==> src/rtl/cdc_handshake_tx_pkg.sv <==
// Shared definitions for the source side of the toggle req/ack word handshake.
// Holds the FSM state encoding and the default word/synchroniser sizes.
package cdc_handshake_tx_pkg;

    localparam int DEFAULT_WIDTH  = 8;
    localparam int DEFAULT_STAGES = 2;

    typedef enum logic [1:0] {
        ST_IDLE  = 2'd0,
        ST_SETUP = 2'd1,
        ST_WAIT  = 2'd2
    } state_e;

endpackage

==> src/rtl/cdc_sync_rst.sv <==
// Multi-flop single-bit synchroniser with asynchronous active-high reset to 0.
// Brings the destination's ack toggle into the source clock domain.
module cdc_sync_rst #(
    parameter int STAGES = 2
) (
    input  logic clk,
    input  logic rst,
    input  logic d_i,
    output logic q_o
);

    logic [STAGES-1:0] sync_q;

    always_ff @(posedge clk or posedge rst) begin
        if (rst) begin
            sync_q <= '0;
        end else begin
            sync_q <= {sync_q[STAGES-2:0], d_i};
        end
    end

    assign q_o = sync_q[STAGES-1];

endmodule

==> src/rtl/cdc_handshake_tx.sv <==
// Launching end of a two-phase toggle handshake: captures a word, holds it on
// tx_data, toggles tx_req a cycle later and waits for the synchronised ack.
module cdc_handshake_tx
    import cdc_handshake_tx_pkg::*;
#(
    parameter int WIDTH   = DEFAULT_WIDTH,
    parameter int STAGES  = DEFAULT_STAGES,
    parameter int TIMEOUT = 0
) (
    input  logic             clk,
    input  logic             rst,
    input  logic             in_valid,
    output logic             in_ready,
    input  logic [WIDTH-1:0] in_data,
    output logic [WIDTH-1:0] tx_data,
    output logic             tx_req,
    input  logic             ack_in,
    output logic             done,
    output logic             ack_err,
    output logic             timeout
);

    // A zero-width counter is illegal, so a disabled timeout keeps one idle bit.
    localparam int CW = (TIMEOUT > 0) ? $clog2(TIMEOUT + 1) : 1;

    state_e            state_q;
    logic [WIDTH-1:0]  data_q;
    logic              req_q;
    logic              ack_prev_q;
    logic              done_q;
    logic              ack_err_q;
    logic              timeout_q;
    logic [CW-1:0]     cnt_q;
    logic              ack_s;
    logic              accept;

    cdc_sync_rst #(
        .STAGES(STAGES)
    ) u_ack_sync (
        .clk(clk),
        .rst(rst),
        .d_i(ack_in),
        .q_o(ack_s)
    );

    assign in_ready = (state_q == ST_IDLE);
    assign accept   = in_valid & in_ready;

    always_ff @(posedge clk or posedge rst) begin
        if (rst) begin
            state_q    <= ST_IDLE;
            data_q     <= '0;
            req_q      <= 1'b0;
            ack_prev_q <= 1'b0;
            done_q     <= 1'b0;
            ack_err_q  <= 1'b0;
            timeout_q  <= 1'b0;
            cnt_q      <= '0;
        end else begin
            ack_prev_q <= ack_s;
            done_q     <= 1'b0;
            // An ack edge is only expected while a request is outstanding.
            ack_err_q  <= (ack_s != ack_prev_q) && (state_q != ST_WAIT);

            case (state_q)
                ST_IDLE: begin
                    if (accept) begin
                        data_q    <= in_data;
                        timeout_q <= 1'b0;
                        cnt_q     <= '0;
                        state_q   <= ST_SETUP;
                    end
                end
                ST_SETUP: begin
                    req_q   <= ~req_q;
                    state_q <= ST_WAIT;
                end
                ST_WAIT: begin
                    if (TIMEOUT > 0) begin
                        if (cnt_q != CW'(TIMEOUT)) begin
                            cnt_q <= cnt_q + 1'b1;
                        end
                        if (cnt_q == CW'(TIMEOUT - 1)) begin
                            timeout_q <= 1'b1;
                        end
                    end
                    if (ack_s == req_q) begin
                        done_q  <= 1'b1;
                        state_q <= ST_IDLE;
                    end
                end
                default: begin
                    state_q <= ST_IDLE;
                end
            endcase
        end
    end

    assign tx_data = data_q;
    assign tx_req  = req_q;
    assign done    = done_q;
    assign ack_err = ack_err_q;
    assign timeout = timeout_q;

endmodule

==> config.mk <==
export PLATFORM = sky130hd
export DESIGN_NAME = cdc_handshake_tx
export DESIGN_NICKNAME = d
export VERILOG_FILES = /design/src/rtl/cdc_handshake_tx_pkg.sv /design/src/rtl/cdc_sync_rst.sv /design/src/rtl/cdc_handshake_tx.sv
export SDC_FILE = /design/constraint.sdc
export NUM_CORES = 1
export LEC_CHECK = 0
export CORE_MARGIN = 5
export CORE_UTILIZATION = 35
export CTS_BUF_LIST = sky130_fd_sc_hd__clkbuf_8
export DETAILED_ROUTE_END_ITERATION = 10
export MAX_ROUTING_LAYER = met4
export PLACE_DENSITY_LB_ADDON = 0.05
export REMOVE_ABC_BUFFERS = 1
export SLEW_MARGIN = 40
export SYNTH_ARGS = -nofsm -noshare
export SYNTH_HDL_FRONTEND = slang
export SYNTH_HIERARCHICAL = 1
export SYNTH_SLANG_ARGS = --single-unit
==> constraint.sdc <==
create_clock -name clk -period 2.9 [get_ports clk]
set_clock_uncertainty 0.15 [all_clocks]
set_input_delay 0.435 -clock clk [delete_from_list [all_inputs] [get_ports clk]]
set_output_delay 0.435 -clock clk [all_outputs]
set_load 0.02 [all_outputs]
==> impl_metrics.py <==
metrics = {
    "routing": {
        "route.detailed.drc": 0,
        "firstDrtPassIters": 2,
        "via_per_inst": 4.570,
        "totalWireLength_um": 1003,
        "drt_iter0_markers": 3,
        "wl_per_cell_um": 12.70,
        "ant_nets": 0,
        "num_vias": 361,
    },
    "clocking": {
        "cts-root-buf": "clkbuf_8",
        "ctsHoldBuffers": 0,
        "clk_latency_ps": 240,
        "cts_buffer_depth": 2,
        "cts_tree": "done",
        "clock_tree.htree_level_count": 1,
        "cts_buffers": 3,
        "ctsResizeCount": 0,
        "cts.sinks": 16,
        "cts_setup_buffers": 0,
        "clkTransAtPathRegs_ps": 60,
    },
    "finish": {
        "final_cell_mix": "clkdlybuf4s50_1 (23), dfrtp_1 (16), mux2_2 (8)",
        "fillCellCount": 136,
        "final_nets": 77,
        "drive_gt1_share_pct": 19.05,
        "diodes": 0,
        "final_cells": 79,
        "ff_latch_area_um2": 400.4,
        "layout_commonest_cell": "clkdlybuf4s50_1",
        "finalInstanceArea_um2": 867.1,
        "multi_input_area_um2": 167.7,
        "syn2layout_area_growth_pct": 45.89,
    },
    "sta": {
        "slew_headroom_pct": 55.44,
        "timing.final.crit_share_pct": 67.02,
        "max_freq_mhz": 514.5,
        "rsz0062_at_grt": "false",
        "setup_viol": 0,
        "slew_violations": 0,
        "tns_ps": 0,
        "tightest_slew_ps": 665.5,
        "finalHoldViolCount": 0,
        "period_needed_ps": 1944,
    },
    "placed_design": {
        "dp_hpwl_um": 774,
        "gp_congestion": 0.7250,
        "dp.cells": 76,
        "placed_area_um2": 825.8,
        "portBuffers": 23,
    },
    "synthesis": {
        "synth.avg_cell_area_um2": 15.24,
        "synth_top_cell_by_area": "dfrtp_1",
        "synth_top_area_share_pct": 67.37,
        "synthCells": 39,
        "async_flop_share_pct": 100.0,
        "syn_area_um2": 594.3,
        "synth-edff-count": 0,
        "ys_seq_area_share_pct": 67.37,
        "synth.area.top_cells": "dfrtp_1 (67%), mux2_2 (15%), xnor2_1 (2.9%)",
        "synth.distinct_cells": 15,
        "ys_seq_elements": 16,
        "synth_ff_type": "dfrtp_1",
        "ys_warn_count": 6,
    },
    "floorplan": {
        "die_x_um": 51.21,
        "die_y_um": 51.21,
        "dieArea_um2": 2622,
        "io_pins": 25,
        "core.rowCount": 14,
        "core_area_um2": 1559,
        "initial_core_util_pct": 38.12,
    },
    "critical_path": {
        "r2r_end": "tx_data[0]",
        "cp-start-kind": "flip-flop",
        "worst-setup-path-type": "flip-flop to output port",
        "ff2ff_path_depth": 2,
        "r2r_slack_ps": 1240,
        "worst_ep_required_time_ps": 2320,
        "cp_max_fo": 4,
        "r2r-start": "state_q[0]",
        "crit_arrival_ps": 1360,
        "critPathCaptureType": "output port",
    },
    "pwr": {
        "ir_worst_vdd_mv": 0.4457,
        "powerDensity_nw_per_um2": 1060,
        "p_leak_nw": 0.3718,
        "power_w": 0.0009188,
    },
    "grt": {
        "overflow": 0,
        "antenna_found_initial": 0,
        "grt_pass1_wl_um": 1773,
        "grt_pass1_vias": 402,
        "grt.total_usage_pct": 9.816,
        "grt_start_max_net_pins": 15,
    },
    "worst_hold_path": {
        "hold_path_class": "primary input to async pin",
    },
    "status": {
        "status": "complete, no violations",
    },
    "run": {
        "cap_violations": 0,
    },
}
[power breakdown]
| part | leakage [nW] | switching (W) | internal (W) | total (W) |
|---|---|---|---|---|
| registers | 0.191 | 0.0000511 | 0.000308 | 0.000359 |
| logic | 0.159 | 0.000181 | 0.000222 | 0.000403 |
| clock network | 0.0216 | 0.0000651 | 0.0000917 | 0.000157 |
| total | 0.372 | 0.000297 | 0.000622 | 0.000919 |
[worst max path at each step]
stage,startpoint,to,cells past startpoint
final,state_q[1],in_ready,2
after global routing,state_q[1],in_ready,2
after CTS,state_q[1],in_ready,2
after detailed placement,in_valid,tx_data[3],3
after global placement,in_valid,tx_data[7],3
after floorplan,in_valid,tx_data[0],2
[worst max-delay path, stage by stage, from the launching register on]
cell and delay (ps):
dfrtp_1 410, nor2_1 90, clkdlybuf4s50_1 610
[cell usage after synthesis (all sizes together), types with 2 or more instances]
cell,count
inv,2
mux2,8
dfrtp,16
xnor2,2
buf,2
[flip-flops by register name (all words and copies together), names as in the netlist]
signal	flops
done	1
tx_data	8
ack_err	1
tx_req	1
ack_prev_q	1
state_q	2
u_ack_sync/sync_q	2
[routing by layer]
| metal | GRT usage, % | routed length, um |
|---|---|---|
| met1 | 10.62 | 437 |
| met2 | 15.24 | 479 |
| met3 | 5.814 | 86 |
| met4 | 2.691 | 0 |
| met5 | - | 0 |
[cell type report]
type | instances | share of cell area [%]
multi-input cells | 19 | 19.34
repair buffers | 23 | 26.55
flip-flops and latches | 16 | 46.18
clock buffers | 3 | 4.762
inverters | 2 | 0.8658
well taps | 16 | 2.309
[stage by stage]
| step | hold WS, ps | worst slack [ps] | util (%) |
|---|---|---|---|
| 4_1_cts | 210.2 | 949.2 | 55.62 |
| 2_1_floorplan | 26.18 | 1387 | - |
| 3_3_place_gp | 194.6 | 753.7 | 52.97 |
| 5_1_grt | 216.1 | 882.8 | 55.62 |
| 6_report | 207.1 | 956.4 | 55.62 |
| 3_5_place_dp | 186.4 | 761.3 | 52.97 |
[cells by family after synthesis]
logic type / count (synthesis) / synth area share (%)
mux: 8 / 15.16
other cells: 1 / 0.6310
simple gates: 6 / 7.159
buf+inv: 4 / 4.422
compound gates: 1 / 0.8413
xor+xnor: 3 / 4.422
flops: 16 / 67.37
Power figures use the tool's default switching activity.
